==> src/rtl/fp_pkg.sv <==
// fp_pkg: shared constants, class codes and helpers for the fp multiplier.
// No ports; imported by fp_mul_pipe and fp_round_pack.
package fp_pkg;

  localparam int FLAG_INVALID   = 3;
  localparam int FLAG_OVERFLOW  = 2;
  localparam int FLAG_UNDERFLOW = 1;
  localparam int FLAG_INEXACT   = 0;

  typedef enum logic [2:0] {
    CLS_ZERO,
    CLS_NORM,
    CLS_INF,
    CLS_QNAN,
    CLS_SNAN
  } fp_class_e;

  // Result class decided in S1 and carried down to the packer.
  typedef enum logic [2:0] {
    SPC_NORM,
    SPC_ZERO,
    SPC_INF,
    SPC_QNAN,
    SPC_QNAN_INV
  } fp_spc_e;

  function automatic int fp_bias(input int e);
    return (1 << (e - 1)) - 1;
  endfunction

  // {0, all-ones exponent, 1, zeros}; caller slices to its width.
  function automatic logic [63:0] fp_qnan(input int e, input int m);
    logic [63:0] w;
    w = '0;
    for (int i = 0; i < e; i++) w[m + i] = 1'b1;
    w[m - 1] = 1'b1;
    return w;
  endfunction

  // Width-agnostic classifier; subnormals fold into zero.
  function automatic fp_class_e fp_classify(
    input logic exp_zero,
    input logic exp_ones,
    input logic frac_zero,
    input logic frac_msb
  );
    fp_class_e c;
    c = CLS_NORM;
    if (exp_zero)       c = CLS_ZERO;
    else if (exp_ones) begin
      if (frac_zero)    c = CLS_INF;
      else if (frac_msb) c = CLS_QNAN;
      else              c = CLS_SNAN;
    end
    return c;
  endfunction

endpackage

==> src/rtl/fp_round_pack.sv <==
// fp_round_pack: S3 normalise, round-nearest-even and pack (combinational).
// In: i_sign, i_exp (signed E+2), i_prod (2M+2), i_spc. Out: o_word, o_flags.
module fp_round_pack
  import fp_pkg::*;
#(
  parameter int E = 8,
  parameter int M = 23
) (
  input  logic                i_sign,
  input  logic signed [E+1:0] i_exp,
  input  logic [2*M+1:0]      i_prod,
  input  fp_spc_e             i_spc,
  output logic [E+M:0]        o_word,
  output logic [3:0]          o_flags
);

  localparam logic [63:0] QNAN64 = fp_qnan(E, M);
  localparam logic [E+M:0] QNAN  = QNAN64[E+M:0];
  localparam logic signed [E+1:0] EXP_MAX  = (E+2)'((1 << E) - 1);
  localparam logic signed [E+1:0] EXP_ZERO = '0;

  logic                w_msb;
  logic [M-1:0]        w_mant;
  logic                w_guard;
  logic                w_sticky;
  logic                w_rnd;
  logic [M:0]          w_mant_sum;
  logic                w_inexact;
  logic signed [E+1:0] w_exp_fin;

  assign w_msb    = i_prod[2*M+1];
  assign w_mant   = w_msb ? i_prod[2*M -: M] : i_prod[2*M-1 -: M];
  assign w_guard  = w_msb ? i_prod[M] : i_prod[M-1];
  assign w_sticky = w_msb ? |i_prod[M-1:0] : |i_prod[M-2:0];
  assign w_rnd    = w_guard & (w_sticky | w_mant[0]);
  assign w_inexact = w_guard | w_sticky;

  // Carry out of the mantissa leaves the low M bits zero already.
  assign w_mant_sum = {1'b0, w_mant} + {{M{1'b0}}, w_rnd};

  assign w_exp_fin = i_exp
                   + $signed({{(E+1){1'b0}}, w_msb})
                   + $signed({{(E+1){1'b0}}, w_mant_sum[M]});

  always_comb begin
    o_word  = '0;
    o_flags = '0;
    unique case (i_spc)
      SPC_QNAN: o_word = QNAN;
      SPC_QNAN_INV: begin
        o_word = QNAN;
        o_flags[FLAG_INVALID] = 1'b1;
      end
      SPC_INF:  o_word = {i_sign, {E{1'b1}}, {M{1'b0}}};
      SPC_ZERO: o_word = {i_sign, {(E+M){1'b0}}};
      default: begin
        if (w_exp_fin >= EXP_MAX) begin
          o_word = {i_sign, {E{1'b1}}, {M{1'b0}}};
          o_flags[FLAG_OVERFLOW] = 1'b1;
          o_flags[FLAG_INEXACT]  = 1'b1;
        end else if (w_exp_fin <= EXP_ZERO) begin
          o_word = {i_sign, {(E+M){1'b0}}};
          o_flags[FLAG_UNDERFLOW] = 1'b1;
          o_flags[FLAG_INEXACT]   = 1'b1;
        end else begin
          o_word = {i_sign, w_exp_fin[E-1:0], w_mant_sum[M-1:0]};
          o_flags[FLAG_INEXACT] = w_inexact;
        end
      end
    endcase
  end

endmodule

==> src/rtl/fp_mul_pipe.sv <==
// fp_mul_pipe: 3-stage IEEE-754 multiplier, RNE, FTZ, valid/ready stall.
// Ports: clk, rst, in_valid/in_ready, flp_a, flp_b, out_valid/out_ready, result, flags.
module fp_mul_pipe
  import fp_pkg::*;
#(
  parameter int EXPONENT_WIDTH = 8,
  parameter int MANTISSA_WIDTH = 23
) (
  input  logic                                   clk,
  input  logic                                   rst,
  input  logic                                   in_valid,
  output logic                                   in_ready,
  input  logic [EXPONENT_WIDTH+MANTISSA_WIDTH:0] flp_a,
  input  logic [EXPONENT_WIDTH+MANTISSA_WIDTH:0] flp_b,
  output logic                                   out_valid,
  input  logic                                   out_ready,
  output logic [EXPONENT_WIDTH+MANTISSA_WIDTH:0] result,
  output logic [3:0]                             flags
);

  localparam int E = EXPONENT_WIDTH;
  localparam int M = MANTISSA_WIDTH;
  localparam int W = E + M + 1;
  localparam logic signed [E+1:0] BIAS_S = (E+2)'(fp_bias(E));

  logic                w_adv;
  logic                w_sa, w_sb;
  logic [E-1:0]        w_ea, w_eb;
  logic [M-1:0]        w_fa, w_fb;
  fp_class_e           w_cls_a, w_cls_b;
  logic                w_nan_a, w_nan_b;
  logic                w_snan_any;
  logic                w_inf_a, w_inf_b;
  logic                w_zero_a, w_zero_b;
  fp_spc_e             w_spc;
  logic signed [E+1:0] w_exp_sum;
  logic [2*M+1:0]      w_prod;
  logic [W-1:0]        w_word;
  logic [3:0]          w_flags;

  logic                r1_valid;
  logic                r1_sign;
  logic signed [E+1:0] r1_exp;
  fp_spc_e             r1_spc;
  logic [M:0]          r1_siga, r1_sigb;

  logic                r2_valid;
  logic                r2_sign;
  logic signed [E+1:0] r2_exp;
  fp_spc_e             r2_spc;
  logic [2*M+1:0]      r2_prod;

  logic                r_out_valid;
  logic [W-1:0]        r_result;
  logic [3:0]          r_flags;

  // One enable for the whole pipe; bubbles are kept, never squeezed.
  assign w_adv    = !r_out_valid || out_ready;
  assign in_ready = w_adv;

  assign w_sa = flp_a[W-1];
  assign w_sb = flp_b[W-1];
  assign w_ea = flp_a[W-2 -: E];
  assign w_eb = flp_b[W-2 -: E];
  assign w_fa = flp_a[M-1:0];
  assign w_fb = flp_b[M-1:0];

  assign w_cls_a = fp_classify(w_ea == '0, &w_ea, w_fa == '0, w_fa[M-1]);
  assign w_cls_b = fp_classify(w_eb == '0, &w_eb, w_fb == '0, w_fb[M-1]);

  assign w_nan_a    = (w_cls_a == CLS_QNAN) || (w_cls_a == CLS_SNAN);
  assign w_nan_b    = (w_cls_b == CLS_QNAN) || (w_cls_b == CLS_SNAN);
  assign w_snan_any = (w_cls_a == CLS_SNAN) || (w_cls_b == CLS_SNAN);
  assign w_inf_a    = (w_cls_a == CLS_INF);
  assign w_inf_b    = (w_cls_b == CLS_INF);
  assign w_zero_a   = (w_cls_a == CLS_ZERO);
  assign w_zero_b   = (w_cls_b == CLS_ZERO);

  always_comb begin
    w_spc = SPC_NORM;
    priority case (1'b1)
      (w_nan_a || w_nan_b):
        w_spc = w_snan_any ? SPC_QNAN_INV : SPC_QNAN;
      ((w_inf_a && w_zero_b) || (w_zero_a && w_inf_b)):
        w_spc = SPC_QNAN_INV;
      (w_inf_a || w_inf_b):
        w_spc = SPC_INF;
      (w_zero_a || w_zero_b):
        w_spc = SPC_ZERO;
      default:
        w_spc = SPC_NORM;
    endcase
  end

  assign w_exp_sum = $signed({2'b00, w_ea})
                   + $signed({2'b00, w_eb})
                   - BIAS_S;

  assign w_prod = {{(M+1){1'b0}}, r1_siga} * {{(M+1){1'b0}}, r1_sigb};

  fp_round_pack #(
    .E (E),
    .M (M)
  ) u_round_pack (
    .i_sign  (r2_sign),
    .i_exp   (r2_exp),
    .i_prod  (r2_prod),
    .i_spc   (r2_spc),
    .o_word  (w_word),
    .o_flags (w_flags)
  );

  always_ff @(posedge clk or posedge rst) begin
    if (rst) begin
      r1_valid    <= 1'b0;
      r2_valid    <= 1'b0;
      r_out_valid <= 1'b0;
      r_result    <= '0;
      r_flags     <= '0;
    end else if (w_adv) begin
      r1_valid    <= in_valid;
      r2_valid    <= r1_valid;
      r_out_valid <= r2_valid;
      if (r2_valid) begin
        r_result <= w_word;
        r_flags  <= w_flags;
      end
    end
  end

  always_ff @(posedge clk) begin
    if (w_adv) begin
      r1_sign <= w_sa ^ w_sb;
      r1_exp  <= w_exp_sum;
      r1_spc  <= w_spc;
      r1_siga <= {1'b1, w_fa};
      r1_sigb <= {1'b1, w_fb};
      r2_sign <= r1_sign;
      r2_exp  <= r1_exp;
      r2_spc  <= r1_spc;
      r2_prod <= w_prod;
    end
  end

  assign out_valid = r_out_valid;
  assign result    = r_result;
  assign flags     = r_flags;

endmodule

==> config.mk <==
export PLATFORM = sky130hd
export DESIGN_NAME = fp_mul_pipe
export DESIGN_NICKNAME = d
export VERILOG_FILES = /design/src/rtl/fp_pkg.sv /design/src/rtl/fp_round_pack.sv /design/src/rtl/fp_mul_pipe.sv
export SDC_FILE = /design/constraint.sdc
export NUM_CORES = 2
export LEC_CHECK = 0
export ABC_AREA = 1
export CORE_MARGIN = 2
export CORE_UTILIZATION = 40
export CTS_CLUSTER_DIAMETER = 200
export DETAILED_ROUTE_END_ITERATION = 6
export DONT_BUFFER_PORTS = 1
export SLEW_MARGIN = 20
export SYNTH_ARGS = -nofsm -noshare
export SYNTH_HDL_FRONTEND = slang
export SYNTH_SLANG_ARGS = --single-unit
export TNS_END_PERCENT = 5
==> constraint.sdc <==
create_clock -name clk -period 5.85 [get_ports clk]
set_clock_uncertainty 0.05 [all_clocks]
set_input_delay 1.4625 -clock clk [delete_from_list [all_inputs] [get_ports clk]]
set_output_delay 1.4625 -clock clk [all_outputs]
set_load 0.005 [all_outputs]
==> impl_metrics.py <==
metrics = {
    "timing": {
        "finalMaxSlewViolations": 0,
        "grt_setup_unrepaired": "yes",
        "setup_viol": 34,
        "timing.fmax_ghz": 0.157,
        "setup_tns_ns": -12.60,
        "finalCritPeriodShare": 1.09,
        "layout_setup_ws_ns": -0.539,
        "max-slew-margin-rel": 0.309,
        "post-route-min-period_ns": 6.39,
        "hold_viol_final": 0,
        "worst_pin_slew_ns": 1.03,
    },
    "cts": {
        "path_clk_slew_ns": 0.09,
        "htreeDepth": 4,
        "clock-sinks": 161,
        "cts-root-buf": "clkbuf_16",
        "cts_hold_buf": 0,
        "clk_path_buf_depth": 2,
        "cts_buffers": 17,
        "cts_tree": "done",
        "clk_latency_ns": 0.48,
    },
    "yosys": {
        "synth-edff-count": 122,
        "yosysWarnings": 0,
        "synth_cell_types": 42,
        "seq_area_frac_synth": 0.169,
        "syn_inst": 3411,
        "syn-num-nets": 4154,
        "syn_area_per_cell_sq_um": 8.04,
        "synthArstFlopShare": 0.242,
        "ys_seq_elements": 161,
        "syn-cell-area_sq_mm": 0.0274,
        "ys.flop_type": "edfxtp_1",
    },
    "global_routing": {
        "overflow": 0,
        "grt_pass1_vias": 22800,
        "antenna_found_initial": 1,
        "grt_max_degree": 58,
        "grtUsageTotal": 0.223,
        "grt_pass1_wl_um": 123000,
    },
    "setup_path": {
        "critPathMaxFanout": 4,
        "cp.required_ns": 6.02,
        "slowest_stage": "edfxtp_1",
        "critPathArrivalTime_ns": 6.56,
        "crit_type": "reg2reg",
        "r2r_end": "r2_prod[40]",
        "reg2reg_slack_ns": -0.54,
        "path_common_cell": "fa_1",
        "cp-end-kind": "register",
        "r2r_cells": 25,
        "cp_slowest_stage_delay_ns": 0.54,
        "worstReg2RegStart": "r1_siga[20]",
        "worstSetupStartpointType": "register",
    },
    "layout": {
        "n_fill_cell": 6691,
        "final_core_util": 0.470,
        "seq_area_sq_mm": 0.00464,
        "fin_nets": 4368,
        "multi_input_area_sq_mm": 0.0192,
        "area_growth_pct": 17.0,
        "drive_above_1_share": 0.143,
        "fin_area_sq_mm": 0.0321,
        "diodes": 0,
    },
    "placed_design": {
        "hpwl_um": 64400,
        "place.gp.congestion": 0.949,
        "place_area_sq_mm": 0.0308,
        "io_buffer_count": 0,
    },
    "die": {
        "die_h_um": 266,
        "die_w_um": 266,
        "ioPinCount": 106,
        "rows": 96,
        "core_sq_mm": 0.0682,
        "die_area_sq_mm": 0.0707,
        "start_util": 0.402,
    },
    "route": {
        "ant_nets": 0,
        "drt_wl_total_um": 75100,
        "dr.first_iter.drc_count": 1393,
        "wl_per_cell_um": 16.6,
        "remaining_drc_errors": 0,
        "dr.pass1.iters": 7,
        "vias_per_cell": 4.77,
        "vias": 21600,
    },
    "worst_hold_path": {
        "min-delay-start": "r1_spc[2]",
        "min_to": "r2_spc[2]",
        "hold_class": "reg2reg",
        "whs_path_depth": 0,
    },
    "run_status": {
        "status": "finished with violations",
        "violations": "negative setup slack",
    },
    "flow_run": {
        "drv_cap": 0,
    },
}
## Yosys cell counts, types with 4 or more instances
| master | number | share of area |
|---|---|---|
| o21ai_2 | 12 | 0.0038 |
| nand2_2 | 7 | 0.0016 |
| xnor2_1 | 10 | 0.0032 |
| o21ai_0 | 64 | 0.012 |
| xor2_1 | 42 | 0.013 |
| nand4_1 | 38 | 0.0087 |
| dfrtp_1 | 39 | 0.036 |
| nand3_1 | 72 | 0.013 |
| buf_6 | 4 | 0.0016 |
| or2_2 | 4 | 0.00091 |
| nand3_2 | 4 | 0.0015 |
| clkbuf_1 | 95 | 0.013 |
| nand2_1 | 860 | 0.12 |
| a21boi_0 | 4 | 0.0011 |
| o21bai_1 | 9 | 0.0025 |
| edfxtp_1 | 122 | 0.13 |
| nor2_1 | 170 | 0.023 |
| nor4_1 | 7 | 0.0016 |
| ha_1 | 191 | 0.087 |
| a21o_1 | 4 | 0.0011 |
| nor3_1 | 22 | 0.0040 |
| a21oi_1 | 76 | 0.014 |
| inv_1 | 1010 | 0.14 |
| fa_1 | 484 | 0.35 |
| nor2_2 | 7 | 0.0016 |
| inv_2 | 5 | 0.00068 |
| o21ai_1 | 21 | 0.0038 |
## worst max path at each step
stage / slack (ns) / from / endpoint
2_1_floorplan: -0.04 / r1_sigb[9] / r2_prod[39]
3_3_place_gp: -0.72 / r1_sigb[0] / r2_prod[40]
3_5_place_dp: -0.69 / r1_sigb[0] / r2_prod[40]
4_1_cts: -0.53 / r1_siga[8] / r2_prod[43]
5_1_grt: -0.78 / r1_siga[20] / r2_prod[40]
6_report: -0.54 / r1_siga[20] / r2_prod[40]
## placed cells by master (no fill, tap or decap), types with 3 or more instances in the layout
| cell | count |
|---|---|
| clkbuf_16 | 18 |
| xnor2_1 | 9 |
| nor4_1 | 7 |
| or2_2 | 4 |
| nand3b_1 | 3 |
| buf_6 | 7 |
| nor3_1 | 15 |
| inv_6 | 4 |
| o21bai_1 | 6 |
| fa_1 | 474 |
| nand3_2 | 7 |
| nor2_2 | 36 |
| clkinv_8 | 5 |
| nor2_1 | 132 |
| buf_12 | 35 |
| xor2_1 | 40 |
| buf_4 | 256 |
| a21o_1 | 4 |
| inv_2 | 11 |
| a21oi_1 | 51 |
| dfrtp_1 | 39 |
| inv_8 | 4 |
| o21ai_1 | 30 |
| ha_4 | 16 |
| nor2_4 | 11 |
| nand2_1 | 845 |
| o21a_1 | 3 |
| o21ai_2 | 22 |
| ha_1 | 172 |
| nor3_2 | 9 |
| a21oi_2 | 23 |
| inv_1 | 1003 |
| edfxtp_1 | 122 |
| clkinv_1 | 3 |
| ha_2 | 3 |
| nand4_1 | 38 |
| nand2_2 | 22 |
| o21ai_0 | 45 |
| fa_2 | 10 |
| nand3_1 | 69 |
## state kept, by name (all words and copies together) (netlist names)
register and count:
r1_sigb 23, r2_spc 3, result 32, r2_valid 1, r1_spc 3, r1_valid 1, r1_siga 23, out_valid 1
r2_prod 48, r2_sign 1, r1_exp 10, flags 4, r1_sign 1, r2_exp 10
## through the flow
step | setup WS, ns | hold slack (ns) | instances
3_5_place_dp | -0.694 | 0.355 | 4481
6_report | -0.539 | 0.362 | 4520
5_1_grt | -0.777 | 0.368 | 4520
3_3_place_gp | -0.723 | 0.352 | 4481
2_1_floorplan | -0.0361 | 0.350 | 3411
4_1_cts | -0.528 | 0.362 | 4518
## layout make-up
class	count	area share
clock buffers	18	0.0140
clock inverters	14	0.00554
inverters	1018	0.119
multi-input cells	2129	0.598
flip-flops and latches	161	0.145
well taps	882	0.0344
repair buffers	298	0.0842
## worst max-delay path: cells and delay by family, from the launching register on
family / cells / cell delay (ns)
adder cells (fa/ha/maj): 8 / 3.79
buffers and inverters: 9 / 0.68
flip-flops: 1 / 0.54
AND/OR/NAND/NOR: 8 / 1.06
## metal layers
| layer | up-vias | track usage | routed length, um | part of all wire |
|---|---|---|---|---|
| met1 | 10700 | 0.303 | 33300 | 0.44 |
| met2 | 455 | 0.378 | 36700 | 0.49 |
| met3 | 93 | 0.0241 | 3160 | 0.042 |
| met5 | - | 0 | 10 | 0.00013 |
| li1 | 10300 | - | - | - |
| met4 | 2 | 0.0627 | 1960 | 0.026 |
## logic make-up after synthesis
kind of cell / after synthesis / share of synthesized area
adders and majority gates: 675 / 0.440
AOI/OAI and AO/OA: 198 / 0.0400
and+or+nand+nor: 1204 / 0.179
xor gates and xnor gates: 52 / 0.0166
DFF: 161 / 0.169
buffers and inverters: 1121 / 0.155
## what timing repair did
item                       CTS  global route
setup endpoints to repair   37            37
gates resized for setup     87            81
buffers inserted             6             2
pin swaps                   17            32
Power is not shown: default switching activity piles up to over one toggle a cycle in this logic, so the estimate is an artifact.
